[src/rtl/rotation_reg_pkg.sv]
// Shared register-map constants for the swerve rotation register bank.
package rotation_reg_pkg;

    typedef enum logic [1:0] {
        OFF_CTRL    = 2'd0,
        OFF_TARG_LO = 2'd1,
        OFF_STATUS  = 2'd2,
        OFF_CUR_LO  = 2'd3
    } reg_off_e;

    localparam int CH_STRIDE = 4;

    localparam logic [5:0] WD_CTRL_ADDR = 6'h3E;
    localparam logic [5:0] BCAST_ADDR   = 6'h3F;

    localparam int ST_FAULT_BIT = 7;
    localparam int ST_SFAIL_BIT = 6;
    localparam int ST_DONE_BIT  = 5;

    localparam int WD_EN_BIT   = 0;
    localparam int WD_TRIP_BIT = 1;

endpackage

[src/rtl/rotation_reg_channel.sv]
// One rotation channel: control bits, staged target commit, sticky faults
// and the current-angle high-byte snapshot.
module rotation_reg_channel
    import rotation_reg_pkg::*;
#(
    parameter int ANGLE_W = 12
) (
    input  logic               clock,
    input  logic               reset,
    input  logic               ctrl_we,
    input  logic               targ_we,
    input  logic               status_we,
    input  logic               snap_en,
    input  logic               wd_trip,
    input  logic [7:0]         wr_data,
    input  logic [1:0]         rd_sel,
    input  logic               fault,
    input  logic               startup_fail,
    input  logic               angle_done,
    input  logic [ANGLE_W-1:0] current_angle,
    output logic               brake,
    output logic               enable,
    output logic               direction,
    output logic [ANGLE_W-1:0] target_angle,
    output logic               update_angle,
    output logic [7:0]         rd_byte
);

    localparam int H = ANGLE_W - 8;

    logic [H-1:0] stage_hi;
    logic [H-1:0] snap_hi;
    logic         fault_s;
    logic         sfail_s;

    // Sticky bits: a high input always wins over a same-cycle W1C clear.
    always_ff @(posedge clock) begin
        if (reset) begin
            brake        <= 1'b0;
            enable       <= 1'b0;
            direction    <= 1'b0;
            stage_hi     <= '0;
            target_angle <= '0;
            update_angle <= 1'b0;
            fault_s      <= 1'b0;
            sfail_s      <= 1'b0;
            snap_hi      <= '0;
        end else begin
            if (ctrl_we) begin
                brake     <= wr_data[7];
                enable    <= wr_data[6];
                direction <= wr_data[5];
                stage_hi  <= wr_data[H-1:0];
            end
            if (wd_trip) begin
                enable <= 1'b0;
            end
            update_angle <= targ_we;
            if (targ_we) begin
                target_angle <= {stage_hi, wr_data};
            end
            fault_s <= fault | (fault_s & ~(status_we & wr_data[ST_FAULT_BIT]));
            sfail_s <= startup_fail | (sfail_s & ~(status_we & wr_data[ST_SFAIL_BIT]));
            if (snap_en) begin
                snap_hi <= current_angle[ANGLE_W-1:8];
            end
        end
    end

    always_comb begin
        rd_byte = '0;
        case (reg_off_e'(rd_sel))
            OFF_CTRL:    rd_byte = {brake, enable, direction, 1'b0, 4'(stage_hi)};
            OFF_TARG_LO: rd_byte = target_angle[7:0];
            OFF_STATUS: begin
                rd_byte[ST_FAULT_BIT] = fault_s;
                rd_byte[ST_SFAIL_BIT] = sfail_s;
                rd_byte[ST_DONE_BIT]  = angle_done;
                rd_byte[3:0]          = 4'(snap_hi);
            end
            OFF_CUR_LO:  rd_byte = current_angle[7:0];
            default:     rd_byte = '0;
        endcase
    end

endmodule

[src/rtl/rotation_reg_bank.sv]
// Host-facing register bank for the rotation channels: address decode,
// registered read mux and the host-activity watchdog.
module rotation_reg_bank
    import rotation_reg_pkg::*;
#(
    parameter int NUM_CH    = 4,
    parameter int ANGLE_W   = 12,
    parameter int WD_CYCLES = 50_000_000
) (
    input  logic                      clock,
    input  logic                      reset,
    input  logic [5:0]                address,
    input  logic                      write_en,
    input  logic [7:0]                wr_data,
    input  logic                      read_en,
    output logic [7:0]                rd_data,
    output logic                      rd_valid,
    input  logic [NUM_CH-1:0]         fault,
    input  logic [NUM_CH-1:0]         startup_fail,
    input  logic [NUM_CH-1:0]         angle_done,
    input  logic [NUM_CH*ANGLE_W-1:0] current_angle,
    output logic [NUM_CH-1:0]         brake,
    output logic [NUM_CH-1:0]         enable,
    output logic [NUM_CH-1:0]         direction,
    output logic [NUM_CH*ANGLE_W-1:0] target_angle,
    output logic [NUM_CH-1:0]         update_angle,
    output logic                      wd_tripped
);

    localparam int WD_W = $clog2(WD_CYCLES);

    reg_off_e          offset;
    logic [NUM_CH-1:0] ch_sel;
    logic [7:0]        ch_rd [NUM_CH];
    logic [7:0]        rd_next;
    logic              wd_en;
    logic              wd_trip;
    logic              wd_ctrl_we;
    logic              bcast_we;
    logic [WD_W-1:0]   wd_count;

    assign offset     = reg_off_e'(address[1:0]);
    assign wd_ctrl_we = write_en && (address == WD_CTRL_ADDR);
    assign bcast_we   = write_en && (address == BCAST_ADDR);

    for (genvar i = 0; i < NUM_CH; i++) begin : g_ch
        localparam logic [5:0] BASE = 6'(i * CH_STRIDE);

        assign ch_sel[i] = (address - BASE) < 6'(CH_STRIDE);

        rotation_reg_channel #(
            .ANGLE_W(ANGLE_W)
        ) u_channel (
            .clock        (clock),
            .reset        (reset),
            .ctrl_we      (bcast_we || (write_en && ch_sel[i] && offset == OFF_CTRL)),
            .targ_we      (write_en && ch_sel[i] && offset == OFF_TARG_LO),
            .status_we    (write_en && ch_sel[i] && offset == OFF_STATUS),
            .snap_en      (read_en && ch_sel[i] && offset == OFF_CUR_LO),
            .wd_trip      (wd_trip),
            .wr_data      (wr_data),
            .rd_sel       (address[1:0]),
            .fault        (fault[i]),
            .startup_fail (startup_fail[i]),
            .angle_done   (angle_done[i]),
            .current_angle(current_angle[i*ANGLE_W +: ANGLE_W]),
            .brake        (brake[i]),
            .enable       (enable[i]),
            .direction    (direction[i]),
            .target_angle (target_angle[i*ANGLE_W +: ANGLE_W]),
            .update_angle (update_angle[i]),
            .rd_byte      (ch_rd[i])
        );
    end

    // Reads sample the pre-write register state; BCAST and unmapped read 0.
    always_comb begin
        rd_next = '0;
        if (address == WD_CTRL_ADDR) begin
            rd_next[WD_EN_BIT]   = wd_en;
            rd_next[WD_TRIP_BIT] = wd_tripped;
        end
        for (int i = 0; i < NUM_CH; i++) begin
            if (ch_sel[i]) begin
                rd_next = ch_rd[i];
            end
        end
    end

    // Trip fires on the edge the counter would land on WD_CYCLES-1.
    assign wd_trip = wd_en && !write_en && (wd_count == WD_W'(WD_CYCLES - 2));

    always_ff @(posedge clock) begin
        if (reset) begin
            wd_en      <= 1'b0;
            wd_tripped <= 1'b0;
            wd_count   <= '0;
            rd_data    <= '0;
            rd_valid   <= 1'b0;
        end else begin
            if (write_en || !wd_en) begin
                wd_count <= '0;
            end else if (wd_count != WD_W'(WD_CYCLES - 1)) begin
                wd_count <= wd_count + WD_W'(1);
            end
            if (wd_trip) begin
                wd_tripped <= 1'b1;
            end else if (wd_ctrl_we && wr_data[WD_TRIP_BIT]) begin
                wd_tripped <= 1'b0;
            end
            if (wd_ctrl_we) begin
                wd_en <= wr_data[WD_EN_BIT];
            end
            rd_valid <= read_en;
            if (read_en) begin
                rd_data <= rd_next;
            end
        end
    end

endmodule

[config.mk]
export PLATFORM = sky130hd
export DESIGN_NAME = rotation_reg_bank
export DESIGN_NICKNAME = d
export VERILOG_FILES = /design/src/rtl/rotation_reg_pkg.sv /design/src/rtl/rotation_reg_channel.sv /design/src/rtl/rotation_reg_bank.sv
export SDC_FILE = /design/constraint.sdc
export NUM_CORES = 1
export LEC_CHECK = 0
export CORE_MARGIN = 3
export CORE_UTILIZATION = 54
export DETAILED_ROUTE_END_ITERATION = 10
export HOLD_SLACK_MARGIN = 0.03
export PLACE_DENSITY_LB_ADDON = 0.15
export SYNTH_ARGS = -nofsm -noshare
export SYNTH_HDL_FRONTEND = slang
export SYNTH_HIERARCHICAL = 1
export SYNTH_SLANG_ARGS = --single-unit
[constraint.sdc]
create_clock -name clock -period 5.2 [get_ports clock]
set_input_delay 1.3 -clock clock [delete_from_list [all_inputs] [get_ports clock]]
set_output_delay 1.3 -clock clock [all_outputs]
set_load 0.005 [all_outputs]
# After elaboration in Yosys (flattened, before gate mapping)
# Cells that the tools add are included.
# op_classes
addsub	4
n_lt_le_gt_ge	4
eq_ne	7
n_mux	19
bitwise	32
n_reduce_logical	40
# op_table
operator	n
$pmux W4 S4	4
$pmux W3 S4	4
$mux W8	4
$logic_and A1 B1 Y1	29
$add A26 B1 Y26 const B	1
$eq A26 B26 Y1 const B	1
$ne A26 B26 Y1 const B	1
$lt A6 B3 Y1 const B	4
$and A1 B1 Y1	16
$eq A6 B6 Y1 const B	2
$sub A6 B4 Y6 const B	2
$not A1 Y1	8
$or A1 B1 Y1	8
$pmux W1 S2	4
$sub A6 B3 Y6 const B	1
$logic_or A1 B1 Y1	5
$eq A2 B2 Y1 const B	2
$reduce_or A2 Y1	2
$eq A2 B1 Y1 const B	1
$logic_not A1 Y1	2
$logic_not A2 Y1	1
$mux W1	2
$mux W2	1
$reduce_bool A2 Y1	1
# word_totals
register_bits	141
out_inout_bits	74
wordCells	147

# Longest topological paths before layout
# depth
word_depth	8
mapped_depth	11
ltp_nobuf	9

# Cells and area by module
# Netlist, hierarchy kept.
# by_module_without_submodules
module	n_inst	cells_per_inst	area_each_um2	seq_area_each_um2
rotation_reg_channel	4	95	1111.1	520.5
rotation_reg_bank	1	282	2219.6	740.7

# Worst setup path after synthesis
# Ideal clock, no wire load.
# synth_timing
kind	in2reg
startpoint	input port address[4]
endpoint	register g_ch[1].u_channel.target_angle[10]
t_arrival_ns	3.318
required_time_ns	5.083
setup_slack_ns	1.765
cell_stages	11
path_cell_list	clkbuf_1 inv_1 ha_1 nand2b_1 xnor2_1 or3_1 nor2_1 buf_2 buf_4 mux2i_1 nor2_1
# synth_between
elab_chain_cells	4
# synth_rtl
item	line	rtl
start: declaration	rotation_reg_bank.sv:12	input logic [5:0] address,
$sub A6 B3 Y6	rotation_reg_bank.sv:49	assign ch_sel[i] = (address - BASE) < 6'(CH_STRIDE);
$lt A6 B3 Y1	rotation_reg_bank.sv:49	
$logic_and A1 B1 Y1 (2 in series)	rotation_reg_bank.sv:57	.targ_we (write_en && ch_sel[i] && offset == OFF_TARG_LO),
end signal: assignment	rotation_reg_channel.sv:60	target_angle <= {stage_hi, wr_data};
end: declaration	rotation_reg_channel.sv:24	output logic [ANGLE_W-1:0] target_angle,
# Every way passes these cells.
# A chain may end at the register's enable or synchronous reset.

# Final worst setup path
# layout_timing
startpoint	input port address[4]
endpoint	register g_ch[1].u_channel.stage_hi[2]
# layout_between
elab_chain_cells	5
elab_cells_between_ends	7
cone_classes	add/sub (1); order compare (1); eq/ne (1); reduce/logical (4)
# layout_rtl
item	line	rtl
$sub A6 B3 Y6	rotation_reg_bank.sv:49	
$lt A6 B3 Y1	rotation_reg_bank.sv:49	
$logic_and A1 B1 Y1 (2 in series)	rotation_reg_bank.sv:56	.ctrl_we (bcast_we || (write_en && ch_sel[i] && offset == OFF_CTRL)),
$logic_or A1 B1 Y1 *	rotation_reg_bank.sv:56	
end signal: assignment	rotation_reg_channel.sv:53	stage_hi <= wr_data[H-1:0];
end: declaration	rotation_reg_channel.sv:31	logic [H-1:0] stage_hi;
# Every way passes the cells marked *; elsewhere a longest branch is shown, timed or not.

==> metrics.md <==
| Metric | Value |
|---|---|
| Clk Latency, worst-skew pair | `0.42 ns` |
| Die width | `117.1 um` |
| CP endpoint | `g_ch[1].u_channel/stage_hi[2]$_SDFFE_PP0P_` |
| FP Rows | `39` |
| Antenna cell count | `0` |
| IO Pins | `152` |
| Total CTS buffers | `17` |
| Clk_skew | `0.005291 ns` |
| Critical path class | `primary input to flop` |
| Synth Register Bits | `141` |
| Die ar. | `0.01371 sq mm` |
| Outcome | `completed` |
| Slew margin rel. | `38.43%` |
| CP Data Required Time | `5.49 ns` |
| Most area-consuming cells after synthesis | `dfxtp_1 (42%), mux2i_1 (15%), mux4_2 (9.5%)` |
| Largest net degree at the start of global routing | `64` |
| Reg2reg start | `wd_count[10]$_SDFFE_PP0P_` |
| Dominant synthesized flop cell | `dfxtp_1` |
| Antenna violations before repair | `0` |
| H-tree depth | `4` |
| Syn nets | `745` |
| Sequential element share of the synthesized area | `42.36%` |
| Tmin final | `4.127 ns` |
| Most frequent cells in the layout | `clkdlybuf4s50_1 (148), dfxtp_1 (141), nor2_1 (134)` |
| PortBufs | `151` |
| Leak Pwr | `2.998 nW` |
| Clock sinks | `141` |
| Util after Layout | `75.33%` |
| CTS tree | `done` |
| Slew @ Worst Pin | `0.9217 ns` |
| Setup crit start | `address[4]` |
| Hold-critical path depth | `2` |
| Post-DP HPWL | `13,360 um` |
| Max-slew violations | `0` |
| Max VDD drop | `0.1955 mV` |
| F_max | `242.3 MHz` |
| CP peak stage delay | `0.72 ns` |
| R2r setup slk | `3.09 ns` |
| Reg2reg path depth | `5` |
| Hold crit path type | `flop to flop` |
| Root Buffer Master | `clkbuf_16` |
| Layout Nets | `878` |
| Dpl ws | `0.8240 ns` |
| WP data arrival | `4.42 ns` |
| Setup ws final | `1.073 ns` |
| Hold-fix buffers at CTS | `0` |
| Vias in the first global route | `5,672` |
| Fraction of registers with async set/reset | `0%` |
| Vias/cell | `5.820` |
| Worst setup SP type | `primary input` |
| Commonest non-fill, non-tap cell in the layout | `clkdlybuf4s50_1` |
| Synthesized instance count | `662` |
| 1st-pass router iterations | `5` |
| Final setup viols | `0` |
| Die Y | `117.1 um` |
| WL final | `19,540 um` |
| Hold Violations, Final | `0` |
| Critical path's slowest cell | `nor2b_1` |
| Endpoint class of the critical path | `flop` |
| Post-synth EDFFs | `0` |
| Setup TNS | `0 ns` |
| Core area | `0.01176 sq mm` |
| CP Max Fanout | `9` |
| Grt total ovfl | `0` |
| RR Endpoint | `g_ch[0].u_channel/enable$_SDFFE_PP0P_` |
| Unrepaired setup endpoints after global routing | `no` |
| Final Wtd Congestion | `0.9536` |
| Yosys warning count | `6` |
| Share of cells above drive strength 1 | `11.14%` |
| Fill count | `814` |
| Avg Cell Area, Syn | `10.07 sq um` |
| Power per cell area | `307.7 mW/mm^2` |
| Tot GR Track Use | `29.10%` |
| Final total power | `2.725 mW` |
| Yosys cell types | `51` |
| Syn Std Cell Area | `0.006664 sq mm` |
| Clk slew on worst S/H paths | `0.06 ns` |
| DP Area | `0.008158 sq mm` |
| CTS resizes | `0` |
| Drt drc | `0` |
| Final period util | `79.37%` |
| Min-delay src | `rd_data[5]$_SDFFE_PP0P_` |
| Layout area overhead | `32.93%` |
| DR vias | `5,657` |
| Postcts setup bufs | `0` |
| Post-route cell area | `0.008859 sq mm` |
| Critical-path cell list | `clkdlybuf4s50_1, inv_1, ha_1, nand2b_1, xnor2_1, nor3_1, a21oi_1, nor2b_1, mux2i_1, nor2_1` |
| Wire length per cell | `20.10 um` |
| First-pass GRT wire length | `30,150 um` |
| Top cell type's share of synthesized area | `42.36%` |
| Area leader, netlist | `dfxtp_1` |
| Starting density of the core | `56.67%` |
| Initial DRC count | `426` |
| Max-Cap Viols | `0` |
| Clock buffer depth | `2` |
| DRT antenna net count | `0` |
routing by layer:
metal  track usage (%)  part of all wire, %
met1             39.31                   42
met2             45.28                   46
met3             6.735                  9.0
met4             11.85                  2.8
met5                 0                    0
sequential cells by signal, indices dropped and copies added (netlist names), 8 cells and up:
name / count
rd_data: 8
g_ch.u_channel/stage_hi: 16
wd_count: 26
g_ch.u_channel/target_angle: 48
g_ch.u_channel/snap_hi: 16
how the worst min path moves through the flow:
| stage | to | slack (ns) |
|---|---|---|
| 2_1_floorplan | g_ch[0].u_channel/snap_hi[0]$_SDFFE_PP0P_ | 0.45 |
| 3_3_place_gp | g_ch[2].u_channel/snap_hi[1]$_SDFFE_PP0P_ | 0.47 |
| 3_5_place_dp | g_ch[3].u_channel/target_angle[9]$_SDFFE_PP0P_ | 0.48 |
| 4_1_cts | rd_data[5]$_SDFFE_PP0P_ | 0.49 |
| 5_1_grt | rd_data[7]$_SDFFE_PP0P_ | 0.52 |
| 6_report | rd_data[5]$_SDFFE_PP0P_ | 0.49 |
report_power, final:
part / switching [mW] / internal (mW)
Clock: 0.459 / 0.963
Combinational: 0.0975 / 0.107
Sequential: 0.00711 / 1.09
Total: 0.563 / 2.16
worst max-delay path, delay by kind of cell:
family | cells | cell delay (ns)
AND/OR/NAND/NOR | 4 | 1.30
buffers and inverters | 2 | 0.90
multiplexers | 1 | 0.32
XOR/XNOR | 1 | 0.26
adder cells (fa/ha/maj) | 1 | 0.24
AO/OA/AOI/OAI | 1 | 0.11
cell type report:
class / instances / area [sq um] / share of cell area (%)
Clock buffer: 22 / 494.2 / 5.579
Clock inverter: 10 / 206.4 / 2.331
Inverter: 8 / 30.03 / 0.3390
Multi-Input combinational cell: 466 / 3526 / 39.80
Sequential cell: 141 / 2823 / 31.86
Tap cell: 164 / 205.2 / 2.316
Timing Repair Buffer: 161 / 1574 / 17.77
synthesized netlist by cell type (7+ instances only):
master	count
a21boi_0	9
nand4_1	7
nand2_1	30
nor3_1	12
clkbuf_1	16
mux2i_1	98
xnor2_1	13
xor2_1	8
nor2b_1	14
and3_1	8
mux4_2	28
nand3_1	17
nor2_1	134
buf_2	17
o21ba_2	8
buf_6	9
dfxtp_1	141
inv_1	8
through the flow:
step	instances	hold WS [ns]
finish	972	0.4907
global route	972	0.5208
CTS	972	0.4945
detailed placement	940	0.4810
global placement	940	0.4671
floorplan	662	0.4546
cell families after synthesis:
family | share of synthesized area, %
adders and majority gates | 0.9388
and+or+nand+nor | 18.02
xor gates and xnor gates | 2.760
buffers and inverters | 4.732
DFF | 42.36
muxes | 24.18
AOI/OAI and AO/OA | 7.004
No activity file was read; power rests on OpenSTA's default activity.
